### src/rtl/dlne_wr_seq.sv
// Write sequencer for a bank of DLNE latches: setup -> open -> hold strobes per accepted write.
// All outputs registered; one request in flight, next one accepted on the final hold cycle.
module dlne_wr_seq #(
  parameter int WIDTH     = 8,
  parameter int DEPTH     = 4,
  parameter int ADDR_W    = 2,
  parameter int SETUP_CYC = 1,
  parameter int OPEN_CYC  = 1,
  parameter int HOLD_CYC  = 1
) (
  input  logic              CLK,
  input  logic              RESETN,
  input  logic              WR_VALID,
  input  logic [ADDR_W-1:0] WR_ADDR,
  input  logic [WIDTH-1:0]  WR_DATA,
  output logic              WR_RDY,
  output logic [WIDTH-1:0]  D_OUT,
  output logic [DEPTH-1:0]  G_OUT,
  output logic [DEPTH-1:0]  CE_OUT,
  output logic              BUSY,
  output logic              WR_DONE,
  output logic              WR_ERR
);

  localparam int MAX_SO = (SETUP_CYC > OPEN_CYC) ? SETUP_CYC : OPEN_CYC;
  localparam int MAXC   = (MAX_SO > HOLD_CYC) ? MAX_SO : HOLD_CYC;
  localparam int CW     = $clog2(MAXC) + 1;

  localparam logic [CW-1:0] SETUP_LD = CW'(SETUP_CYC - 1);
  localparam logic [CW-1:0] OPEN_LD  = CW'(OPEN_CYC - 1);
  localparam logic [CW-1:0] HOLD_LD  = CW'(HOLD_CYC - 1);

  localparam logic [1:0] IDLE  = 2'd0;
  localparam logic [1:0] SETUP = 2'd1;
  localparam logic [1:0] OPEN  = 2'd2;
  localparam logic [1:0] HOLD  = 2'd3;

  logic [1:0]       state;
  logic [CW-1:0]    cnt;
  logic             accept;
  logic             in_range;
  logic [DEPTH-1:0] sel;

  // WR_RDY is a register, so acceptance never loops back through WR_VALID.
  assign accept   = WR_VALID & WR_RDY;
  assign in_range = (32'(WR_ADDR) < 32'(DEPTH));

  always_comb begin
    sel = '0;
    for (int i = 0; i < DEPTH; i++) begin
      if (32'(WR_ADDR) == 32'(i)) sel[i] = 1'b1;
    end
  end

  // CE_OUT doubles as the captured one-hot address for the whole sequence;
  // an out-of-range write leaves it zero so no strobe ever moves.
  always_ff @(posedge CLK) begin
    if (!RESETN) begin
      state   <= IDLE;
      cnt     <= '0;
      D_OUT   <= '0;
      G_OUT   <= '1;
      CE_OUT  <= '0;
      WR_RDY  <= 1'b1;
      BUSY    <= 1'b0;
      WR_DONE <= 1'b0;
      WR_ERR  <= 1'b0;
    end else begin
      WR_DONE <= 1'b0;
      WR_ERR  <= 1'b0;
      if (accept) begin
        state  <= SETUP;
        cnt    <= SETUP_LD;
        D_OUT  <= WR_DATA;
        CE_OUT <= sel;
        G_OUT  <= '1;
        BUSY   <= 1'b1;
        WR_RDY <= 1'b0;
        WR_ERR <= !in_range;
      end else begin
        case (state)
          SETUP: begin
            if (cnt == '0) begin
              state <= OPEN;
              cnt   <= OPEN_LD;
              G_OUT <= ~CE_OUT;
            end else begin
              cnt <= cnt - 1'b1;
            end
          end
          OPEN: begin
            if (cnt == '0) begin
              state <= HOLD;
              cnt   <= HOLD_LD;
              G_OUT <= '1;
              if (HOLD_CYC == 1) begin
                WR_DONE <= 1'b1;
                WR_RDY  <= 1'b1;
              end
            end else begin
              cnt <= cnt - 1'b1;
            end
          end
          HOLD: begin
            if (cnt == '0) begin
              state  <= IDLE;
              CE_OUT <= '0;
              BUSY   <= 1'b0;
            end else begin
              cnt <= cnt - 1'b1;
              if (cnt == CW'(1)) begin
                WR_DONE <= 1'b1;
                WR_RDY  <= 1'b1;
              end
            end
          end
          default: begin
            G_OUT  <= '1;
            CE_OUT <= '0;
          end
        endcase
      end
    end
  end

endmodule

### config.mk
export PLATFORM = sky130hd
export DESIGN_NAME = dlne_wr_seq
export DESIGN_NICKNAME = d
export VERILOG_FILES = /design/src/rtl/dlne_wr_seq.sv
export SDC_FILE = /design/constraint.sdc
export NUM_CORES = 1
export LEC_CHECK = 0
export BUFFER_PORTS_ARGS = -buffer_cell sky130_fd_sc_hd__buf_2
export CORE_ASPECT_RATIO = 1.1
export CORE_MARGIN = 4
export CORE_UTILIZATION = 29
export CTS_BUF_LIST = sky130_fd_sc_hd__clkbuf_4 sky130_fd_sc_hd__clkbuf_8
export DETAILED_ROUTE_END_ITERATION = 8
export GPL_TIMING_DRIVEN = 0
export PLACE_DENSITY = 0.63
export SYNTH_ARGS = -nofsm -noshare
export SYNTH_HDL_FRONTEND = slang
export SYNTH_SLANG_ARGS = --single-unit
### constraint.sdc
create_clock -name CLK -period 3.35 [get_ports CLK]
set_clock_uncertainty 0.15 [all_clocks]
set_input_delay 0.67 -clock CLK [delete_from_list [all_inputs] [get_ports CLK]]
set_output_delay 0.67 -clock CLK [all_outputs]
set_load 0.05 [all_outputs]
==> flow_metrics.py <==
metrics = {
    "hold_path": {
        "hold_path_class": "flop to flop",
    },
    "pwr": {
        "p_per_area_mw_per_mm2": 463,
        "p_leak_nw": 0.495,
        "ir_drop_v": 0.000248,
    },
    "worst_setup_path": {
        "path_cells": "buf_2",
        "crit_required_ns": 2.53,
        "endpoint_kind": "primary output",
        "crit_arrival_ns": 0.98,
        "slowest_delay_ns": 0.40,
        "cp_max_fo": 4,
        "crit_path_start_kind": "flop",
        "slowest_stage": "dfxtp_1",
        "critical-path-top-delay-family": "flip-flops",
        "crit_buf_inv": 1,
        "worstSetupPathType": "flop to primary output",
    },
    "grt": {
        "grt_start_max_net_pins": 13,
        "track_usage_pct": 11.0,
        "grt_pass1_wl_um": 3390,
        "antenna_found_initial": 0,
        "grt.overflow.total": 0,
        "grt_pass1_vias": 779,
    },
    "sta": {
        "fin_tns_setup_ns": 0,
        "rsz0062_at_grt": "no",
        "maxSlewViolCount": 0,
        "hold_viol_final": 0,
        "setup_violations": 0,
        "layout_min_cycle_time_ns": 1.80,
        "min_period_over_period_pct": 53.8,
        "max_freq_mhz": 554,
    },
    "detailed_routing": {
        "drt_wl_total_um": 1980,
        "vias": 740,
        "drc": 0,
        "wl_per_cell_um": 12.1,
        "met3_length_um": 173,
        "top_layer": "met4",
        "wl_met1_um": 835,
        "ant_nets": 0,
        "drt_pass1_iterations": 4,
        "met2_wirelength_um": 955,
        "vias_per_cell": 4.51,
        "drtIter0Drc": 14,
    },
    "clock_tree": {
        "cts_tree": "built",
        "numClockSinks": 21,
        "path_clk_slew_ns": 0.11,
        "cts.repair.resized": 0,
        "ctsRootBufferMaster": "clkbuf_4",
        "post_cts_buffers": 0,
        "clock_path_buffers": 2,
        "cts-htree-levels": 1,
        "ctsHoldBuffers": 0,
        "cts_made_buffers": 3,
        "clk_latency_ns": 0.30,
    },
    "floorplan": {
        "rows": 20,
        "coreArea_mm2": 0.00283,
        "die_area_mm2": 0.00397,
        "start_util_pct": 31.0,
        "die_x_um": 60.4,
        "design.portCount": 33,
        "die_y_um": 65.7,
    },
    "yosys": {
        "synthCells": 96,
        "synthDistinctLibCells": 21,
        "synth_seq_cells": 21,
        "synth_area_um2": 877,
        "synth_nets": 113,
        "yosysWarningCount": 0,
        "avgSynthCellArea_um2": 9.14,
        "seq_area_frac_synth_pct": 47.9,
    },
    "place": {
        "hpwl_um": 1540,
        "numPortBuffers": 31,
        "placed_area_mm2": 0.00107,
        "place.gp.congestion": 0.792,
    },
    "layout": {
        "layout.nets": 149,
        "layout_commonest_cell": "buf_2",
        "final_layout_size_suffix_gt1_share_pct": 31.3,
        "synthToLayoutAreaGrowth_pct": 25.5,
        "final_area_mm2": 0.00110,
        "n_antenna_cell": 0,
        "mostFrequentLayoutCells": "buf_2, dfxtp_1, nand2_1",
    },
    "status": {
        "status": "complete, no violations",
    },
    "flow_run": {
        "maxCapViolations": 0,
    },
}
routing by layer:
metal | global-route usage (%) | up-vias
li1 | - | 390
met1 | 13.2 | 322
met4 | 3.79 | 0
met3 | 3.14 | 2
met5 | 0 | -
met2 | 18.5 | 26
final cells by class:
| type | count | area (um2) |
|---|---|---|
| Inverter | 3 | 11.3 |
| Multi-Input combinational cell | 66 | 397 |
| Buffer | 6 | 48.8 |
| Clock inverter | 1 | 5.00 |
| Sequential cell | 21 | 420 |
| Fill cell | 311 | 1730 |
| Clock buffer | 3 | 22.5 |
| Tap cell | 33 | 41.3 |
| Timing Repair Buffer | 31 | 155 |
registers in the layout (all words and copies together), names as in the netlist:
register and cells:
BUSY 1, WR_DONE 1, state 2, WR_RDY 1
D_OUT 8, CE_OUT 4, G_OUT 4
per-stage QoR:
stage | cells | total power (W) | hold slack (ns) | util, % | setup WS [ns]
2_1_floorplan | 96 | 0.000364 | 0.405 | - | 1.86
3_3_place_gp | 160 | 0.000392 | 0.289 | 38.0 | 1.80
3_5_place_dp | 160 | 0.000395 | 0.296 | 38.0 | 1.76
4_1_cts | 164 | 0.000516 | 0.313 | 38.9 | 1.53
5_1_grt | 164 | 0.000541 | 0.338 | 38.9 | 1.49
6_report | 164 | 0.000510 | 0.309 | 38.9 | 1.55
worst paths after layout:
kind	from	depth (start not counted)	slack, ns	endpoint
setup reg to reg	state[0]	5	1.84	state[0]
hold / removal	D_OUT[1]	2	0.31	D_OUT[1]
setup / recovery	WR_RDY	1	1.55	WR_RDY
hold reg to reg	D_OUT[1]	2	0.31	D_OUT[1]
report_power, final:
part | leakage [nW] | internal, W | switching (W)
clock | 0.0177 | 0.0000445 | 0.0000769
sequential | 0.172 | 0.000263 | 0.00000849
combinational | 0.305 | 0.0000388 | 0.0000785
synth_stat cells:
library cell	n	share of area, %
dfxtp_1	21	48
nand2_1	18	7.7
a21boi_1	11	9.4
nand3_1	9	5.1
nand3b_1	6	5.1
o21ai_0	6	3.4
ha_1	4	5.7
buf_6	3	3.9
a21boi_0	2	1.7
a21oi_1	2	1.1
and3_1	2	1.4
clkbuf_1	2	0.86
inv_1	2	0.86
and2_4	1	1.0
buf_4	1	0.86
conb_1	1	0.43
inv_2	1	0.43
mux2i_1	1	1.1
nor2_1	1	0.43
nor2b_1	1	0.71
or3_1	1	0.71
worst min-delay path, stage by stage (launching register included):
cell	delay, ns
dfxtp_1	0.33
nand2_1	0.05
a21boi_1	0.05
cell families after synthesis:
| logic type | Yosys count | synth area share, % |
|---|---|---|
| AND/OR/NAND/NOR | 39 | 22.3 |
| AO/OA/AOI/OAI | 21 | 15.7 |
| flip-flops | 21 | 47.9 |
| buffers and inverters | 9 | 6.85 |
| adder cells (fa/ha/maj) | 4 | 5.71 |
| multiplexers | 1 | 1.14 |
| other | 1 | 0.428 |
Power figures use the tool's default switching activity.
